===== config.mk =====
export PLATFORM = sky130hd
export DESIGN_NAME = mem_access_unit
export DESIGN_NICKNAME = d
export VERILOG_FILES = /design/src/rtl/mem_access_unit.sv
export SDC_FILE = /design/constraint.sdc
export NUM_CORES = 1
export LEC_CHECK = 0
export BUFFER_PORTS_ARGS = -buffer_cell sky130_fd_sc_hd__buf_2
export CAP_MARGIN = 20
export CORE_MARGIN = 5
export CORE_UTILIZATION = 45
export CTS_BUF_LIST = sky130_fd_sc_hd__clkbuf_2
export CTS_CLUSTER_DIAMETER = 120
export DETAILED_ROUTE_END_ITERATION = 16
export PLACE_DENSITY = 0.76
export SETUP_SLACK_MARGIN = 0.3
export SLEW_MARGIN = 20
export SYNTH_ARGS = -nofsm -noshare
export SYNTH_HDL_FRONTEND = slang
export SYNTH_SLANG_ARGS = --single-unit

===== constraint.sdc =====
create_clock -name clk -period 2.4 [get_ports clk]
set_input_delay 0.48 -clock clk [delete_from_list [all_inputs] [get_ports clk]]
set_output_delay 0.48 -clock clk [all_outputs]
set_load 0.03 [all_outputs]

===== src/rtl/mem_access_unit.sv =====
// MEM-stage data-memory access unit: turns byte/half/word loads and stores into
// word-aligned memory transactions, with read-modify-write for sub-word stores.
module mem_access_unit (
   input  logic        clk,
   input  logic        rst_n,
   input  logic        req_valid,
   output logic        req_ready,
   input  logic        req_we,
   input  logic [1:0]  req_size,
   input  logic        req_unsigned,
   input  logic [31:0] req_addr,
   input  logic [31:0] req_wdata,
   output logic        resp_valid,
   output logic        resp_err,
   output logic [31:0] resp_rdata,
   output logic [31:0] mem_adr,
   output logic [31:0] mem_wdin,
   output logic        mem_we,
   input  logic [31:0] mem_rd
);

   typedef enum logic [2:0] {
      IDLE   = 3'd0,
      READ   = 3'd1,
      WRITE  = 3'd2,
      RMW_RD = 3'd3,
      RMW_WR = 3'd4,
      RESP   = 3'd5,
      ERR    = 3'd6
   } state_t;

   state_t      state;
   logic        we_q;
   logic [1:0]  size_q;
   logic        unsigned_q;
   logic [31:0] addr_q;
   logic [31:0] wdata_q;
   logic [31:0] rdata_q;
   logic [31:0] merge_q;
   logic [31:0] rdata_hold_q;

   function automatic logic is_misaligned(input logic [1:0] size, input logic [1:0] lo);
      case (size)
         2'b00:   return 1'b0;
         2'b01:   return lo[0];
         default: return (lo != 2'b00);
      endcase
   endfunction

   function automatic logic [31:0] load_extract(input logic [31:0] word, input logic [1:0] size,
                                                input logic [1:0] lo, input logic uns);
      logic [7:0]  b;
      logic [15:0] h;
      b = word[{lo, 3'b000} +: 8];
      h = lo[1] ? word[31:16] : word[15:0];
      case (size)
         2'b00:   return uns ? {24'h000000, b} : {{24{b[7]}}, b};
         2'b01:   return uns ? {16'h0000, h} : {{16{h[15]}}, h};
         default: return word;
      endcase
   endfunction

   function automatic logic [31:0] store_merge(input logic [31:0] word, input logic [31:0] wd,
                                               input logic [1:0] size, input logic [1:0] lo);
      logic [31:0] w;
      w = word;
      case (size)
         2'b00: w[{lo, 3'b000} +: 8] = wd[7:0];
         2'b01: begin
            if (lo[1]) begin
               w[31:16] = wd[15:0];
            end else begin
               w[15:0] = wd[15:0];
            end
         end
         default: w = wd;
      endcase
      return w;
   endfunction

   assign req_ready = (state == IDLE);
   assign mem_adr   = {addr_q[31:2], 2'b00};

   // Control FSM: request latching, memory data capture and response flags.
   always_ff @(posedge clk or negedge rst_n) begin
      if (!rst_n) begin
         state        <= IDLE;
         we_q         <= 1'b0;
         size_q       <= 2'b00;
         unsigned_q   <= 1'b0;
         addr_q       <= 32'h0000_0000;
         wdata_q      <= 32'h0000_0000;
         rdata_q      <= 32'h0000_0000;
         merge_q      <= 32'h0000_0000;
         rdata_hold_q <= 32'h0000_0000;
         resp_valid   <= 1'b0;
         resp_err     <= 1'b0;
      end else begin
         resp_valid <= 1'b0;
         resp_err   <= 1'b0;
         case (state)
            IDLE: begin
               if (req_valid) begin
                  we_q       <= req_we;
                  size_q     <= req_size;
                  unsigned_q <= req_unsigned;
                  addr_q     <= req_addr;
                  wdata_q    <= req_wdata;
                  if (is_misaligned(req_size, req_addr[1:0])) begin
                     state      <= ERR;
                     resp_valid <= 1'b1;
                     resp_err   <= 1'b1;
                  end else if (!req_we) begin
                     state <= READ;
                  end else if (req_size[1]) begin
                     state <= WRITE;
                  end else begin
                     state <= RMW_RD;
                  end
               end else begin
                  state <= IDLE;
               end
            end
            READ: begin
               rdata_q    <= mem_rd;
               state      <= RESP;
               resp_valid <= 1'b1;
            end
            WRITE: begin
               state      <= RESP;
               resp_valid <= 1'b1;
            end
            RMW_RD: begin
               merge_q <= store_merge(mem_rd, wdata_q, size_q, addr_q[1:0]);
               state   <= RMW_WR;
            end
            RMW_WR: begin
               state      <= RESP;
               resp_valid <= 1'b1;
            end
            RESP: begin
               if (!we_q) begin
                  rdata_hold_q <= load_extract(rdata_q, size_q, addr_q[1:0], unsigned_q);
               end else begin
                  rdata_hold_q <= rdata_hold_q;
               end
               state <= IDLE;
            end
            ERR:     state <= IDLE;
            default: state <= IDLE;
         endcase
      end
   end

   // Memory write strobe/data and load result, decoded from the registered state.
   always_comb begin
      mem_we     = 1'b0;
      mem_wdin   = 32'h0000_0000;
      resp_rdata = rdata_hold_q;
      case (state)
         WRITE: begin
            mem_we   = 1'b1;
            mem_wdin = wdata_q;
         end
         RMW_WR: begin
            mem_we   = 1'b1;
            mem_wdin = merge_q;
         end
         RESP: begin
            if (!we_q) begin
               resp_rdata = load_extract(rdata_q, size_q, addr_q[1:0], unsigned_q);
            end else begin
               resp_rdata = rdata_hold_q;
            end
         end
         default: begin
            mem_we = 1'b0;
         end
      endcase
   end

endmodule


Word-level counts from Yosys, hierarchy flattened
Index checks and enable logic that the tools add are counted.
Word-level totals
  output and inout bits: 100
  input port bits: 103
  register bits after elaboration: 169
  word-level logic and storage cells: 53
Operators by class
  eq/ne operators: 7
  add/subtract/negate cells: 1
  mux-type cells: 24
  shifts and indexed selects: 3
  reductions and logical operators: 7
Operators with widths (number)
  32-bit case mux with 2 select lines: 3
  32-bit two-way mux: 4
  16-bit two-way mux: 3
  32-bit bitwise mux: 1
  8-bit by 7-bit variable shift with 32-bit output (first input constant): 1
  32-bit by 6-bit variable part select with 8-bit output: 1
  8-bit by 7-bit variable part select with 32-bit output: 1
  3-bit case mux with 3 select lines: 1
  1-bit two-way mux: 7
  5-bit negation with 7-bit output: 1
  3-bit by 2-bit equality test with 1-bit output (second input constant): 2
  3-bit equality test (second input constant): 2
  3-bit two-way mux: 2
  2-bit by 1-bit equality test with 1-bit output (second input constant): 2
  2-bit logical NOT: 2
  1-bit case mux with 2 select lines: 2
  3-bit by 1-bit equality test with 1-bit output (second input constant): 1
  3-bit logical NOT: 1
  3-bit OR reduction: 1
  2-bit two-way mux: 1
  2-bit AND reduction: 1
  2-bit nonzero test: 1
  2-bit OR reduction: 1

Logic depth before layout (Yosys ltp)
  depth in word-level cells: 7
  depth in mapped cells: 8
  mapped depth without buffers: 6

Worst setup path before layout
No wires, ideal clock.
  path kind: reg-to-output
  start: register size_q[1]
  end: output resp_rdata[7]
  stages on the path, launching flop included: 6
  data required time: 1920 ps
  path slack: 191 ps
  arrival: 1729 ps
  buffers on the path: 3
  path through: dfrtp_1 -> buf_6 -> buf_6 -> buf_2 -> a21oi_1 -> o21ai_0
On the way
  cells in the longest elaborated chain, start to end: 4
  elaborated cells on any way between the ends: 5
  those cells by class: 1 x eq/ne; 3 x mux; 1 x reduce/logical
RTL lines
  start, declared: RTL line 34  | logic [1:0] size_q;
  start signal, assigned: RTL line 105  | size_q <= req_size;
  2-bit by 1-bit equality test with 1-bit output or 2-bit logical NOT (tied branches): RTL line 56  | case (size)
  32-bit case mux with 2 select lines *: RTL line 56
  32-bit two-way mux * (2 in series)
  end, declared: RTL line 15  | output logic [31:0] resp_rdata,
Mark *: on every way between the ends. The rest lies on a longest branch, timed or not.

Worst setup path after layout
  start: register addr_q[1]
  end: output resp_rdata[30]
On the way
  cells in the longest elaborated chain, start to end: 5
  elaborated cells on any way between the ends: 7
  those cells by class: 1 x shift; 6 x mux
RTL lines
  start, declared: RTL line 36  | logic [31:0] addr_q;
  start signal, assigned: RTL line 107  | addr_q <= req_addr;
  32-bit by 6-bit variable part select with 8-bit output or 16-bit two-way mux (tied branches): RTL line 54, 55
  32-bit two-way mux (on tied branches): RTL line 57, 58
  32-bit case mux with 2 select lines *: RTL line 56
  32-bit two-way mux * (2 in series)
Marked as above.

==> impl_metrics.env <==
export IMPL_status="complete, but fails checks"
export IMPL_violations="setup timing"
export IMPL_n_fill_cell=1341
export IMPL_syn_avg_cell_area_um2=11.7
export IMPL_setup_violations=66
export IMPL_postRouteWirelength_mm=28.6
export IMPL_final_util=0.663
export IMPL_synth_cells=731
export IMPL_critPathMaxStageDelay_ps=510
export IMPL_fin_crit_ps=2940
export IMPL_via_per_inst=5.81
export IMPL_cp_max_fo=12
export IMPL_yosysMostFrequentCell="dfrtp_1"
export IMPL_antenna_found_initial=0
export IMPL_synthTopCellsByCount="dfrtp_1 (169), mux2_2 (85), nand2_1 (53), nor2_1 (51), buf_4 (40)"
export IMPL_slowest_stage="dfrtp_2"
export IMPL_htreeDepth=4
export IMPL_numPortBuffers=200
export IMPL_worstMarginPinSlew_ps=662
export IMPL_grt_remaining_overflow=0
export IMPL_power_density_mw_per_mm2=1510
export IMPL_worst_ep_arrival_time_ps=2460
export IMPL_seq_power_share=0.298
export IMPL_fin_crit_sh=1.22
export IMPL_finalWeightedCongestion=0.909
export IMPL_hold_viol=0
export IMPL_finClkSkew_ps=38.2
export IMPL_hold_class="in -> reg"
export IMPL_drt_pass1_iter_count=5
export IMPL_crit_required_ps=1920
export IMPL_core_area_mm2=0.0187
export IMPL_vias=7534
export IMPL_synthesis_area_mm2=0.00855
export IMPL_yosysSeqAreaShare=0.495
export IMPL_drive_gt1_frac=0.460
export IMPL_crit_family="flip-flops"
export IMPL_async_flop_share=1.00
export IMPL_p_leak_nw=5.55
export IMPL_die_h_um=148
export IMPL_fmax_mhz=340
export IMPL_start_kind="flop"
export IMPL_cp_cell_sequence="and3b_2, nor4_4, a31oi_4, buf_12, a21oi_2, buf_6"
export IMPL_maxSlewHeadroom=0.557
export IMPL_nets=1158
export IMPL_p_int_mw=10.2
export IMPL_drv_cap=0
export IMPL_synth_seq_cells=169
export IMPL_std_cell_rows=50
export IMPL_synth_top_area_cell="dfrtp_1"
export IMPL_die_x_um=148
export IMPL_synth_edff_count=0
export IMPL_maxSlewViolCount=0
export IMPL_grt_pass1_wl_mm=44.0
export IMPL_cts_root_buffer="clkbuf_2"
export IMPL_dp_hpwl_mm=18.0
export IMPL_die_area_mm2=0.0218
export IMPL_synth_top_cell_area_share=0.495
export IMPL_cts_tree="yes"
export IMPL_grt_max_degree=57
export IMPL_cp_end_kind="primary output"
export IMPL_instances_no_fill=1296
export IMPL_synth_ff_type="dfrtp_1"
export IMPL_grt_pass1_vias=7716
export IMPL_grt_use_total=0.257
export IMPL_wl_per_cell_um=22.0
export IMPL_dp_cells=1120
export IMPL_dr_first_iter_drc_count=724
export IMPL_clkSinkCount=169
export IMPL_numCtsBuffers=17
export IMPL_clockBufferDepth=2
export IMPL_switching_power_mw=8.51
export IMPL_setup_tns_ps=-24350
export IMPL_pwr_share_comb=0.613
export IMPL_clk_pin_slew_worst_paths_ps=220
export IMPL_yosys_cell_types_count=57
export IMPL_ios=203
export IMPL_ys_warn_count=0
export IMPL_drc=0
export IMPL_syn_to_final_growth_pct=45.0
export IMPL_path_buf_inv=2
export IMPL_max_vdd_ir_drop_v=0.00108
export IMPL_initial_utilization=0.457
export IMPL_antenna_left=0
export IMPL_rsz0062_at_grt="yes"
export IMPL_crit_type="reg -> out"
export IMPL_pwr_share_clk=0.089
export IMPL_swShare=0.455
export IMPL_clk_latency_ps=730
export IMPL_yosys_top_cells_area="dfrtp_1 (49%), mux2_2 (11%), buf_4 (3.5%), a22o_1 (3.3%), mux2_1 (2.5%)"
export IMPL_final_setup_worst_slack_ps=-538
export IMPL_diodes=0
[layout make-up]
class                      count  area [µm²]  area share
clock inverter                 9         149      0.0120
inverter                       5        25.0     0.00202
clock buffer                  22         110     0.00888
tap                          234         293      0.0236
timing repair buffer         381        3470       0.280
sequential                   169        4240       0.342
multi-input combinational    476        4110       0.332
[worst paths after layout]
kind                                 start        endpoint  slack, ps  cells after the start
worst max register to register   addr_q[0]     merge_q[18]        320                      9
min in group asynchronous            rst_n      unsigned_q        270                      2
max in group asynchronous            rst_n     merge_q[30]       1410                      3
worst min-delay path             mem_rd[8]      rdata_q[8]         70                      2
worst max-delay path             addr_q[1]  resp_rdata[30]       -540                      6
worst min register to register  addr_q[19]      addr_q[19]        520                      1
[layout by cell type (no fill, tap or decap), types with 15 or more instances in the layout]
| cell | count |
|---|---|
| nand2_1 | 52 |
| buf_2 | 134 |
| mux2_2 | 87 |
| a221oi_1 | 15 |
| a21oi_4 | 16 |
| nor2_1 | 50 |
| clkbuf_2 | 22 |
| dfrtp_1 | 164 |
| dlygate4sd3_1 | 100 |
| a22o_1 | 25 |
| buf_4 | 37 |
| a221o_1 | 15 |
| buf_6 | 82 |
| buf_12 | 16 |
[stage by stage]
step	worst slack (ps)	hold WS (ps)	instance area, µm²	power (mW)
floorplan	257	184	8590	11.8
global placement	156	462	9700	13.9
detailed placement	100	471	9700	14.1
CTS	-506	2.07	12100	18.1
global route	-648	14.5	12400	19.6
finish	-538	71.3	12400	18.7
[cell families (layout without fill, tap and decap cells)]
kind of cell,Yosys count,count (layout),synth area share
DFF,169,169,0.495
and+or+nand+nor,199,199,0.132
adders and majority gates,5,5,0.00732
muxes,107,107,0.141
xor gates and xnor gates,1,1,0.00103
other,1,2,0.000439
AOI/OAI and AO/OA,162,162,0.151
buffers and inverters,87,417,0.0725
[worst reg2reg max path, delay by kind of cell, from the launching register on]
family / cells / cell delay, ps
adders and majority gates: 1 / 200
AOI/OAI and AO/OA: 2 / 330
buffers and inverters: 4 / 610
DFF: 1 / 470
and+or+nand+nor: 2 / 390
[power by group through the flow]
| stage | Clock (mW) | Combinational, mW | Sequential [mW] |
|---|---|---|---|
| after floorplan | 0 | 6.81 | 5.00 |
| after global placement | 0 | 8.40 | 5.48 |
| after detailed placement | 0 | 8.56 | 5.54 |
| after CTS | 1.69 | 11.0 | 5.45 |
| after global routing | 1.82 | 12.1 | 5.69 |
| final | 1.67 | 11.5 | 5.57 |
[flip-flops by register name, indices dropped and copies added (netlist names)]
name and flops:
addr_q 32, merge_q 32, rdata_hold_q 32, rdata_q 32, resp_err 1, resp_valid 1, size_q 2, state 3
unsigned_q 1, wdata_q 32, we_q 1
[repair_timing]
action                                  in CTS  in global routing
resized for setup                          216                 20
hold buffers                                88                 12
endpoints found under the setup margin      88                 98
endpoints found under the hold margin      148                 15
pin swaps                                   43                 12
setup buffers                               29                  8
cloned                                       8                  0
[metal layers]
metal	vias up	routed length (µm)	global-route usage
met5	-	0	0
met4	0	963	0.0825
met3	77	2320	0.0533
met2	399	14000	0.427
met1	3763	11300	0.338
li1	3295	-	-
Power figures use the tool's default switching activity.
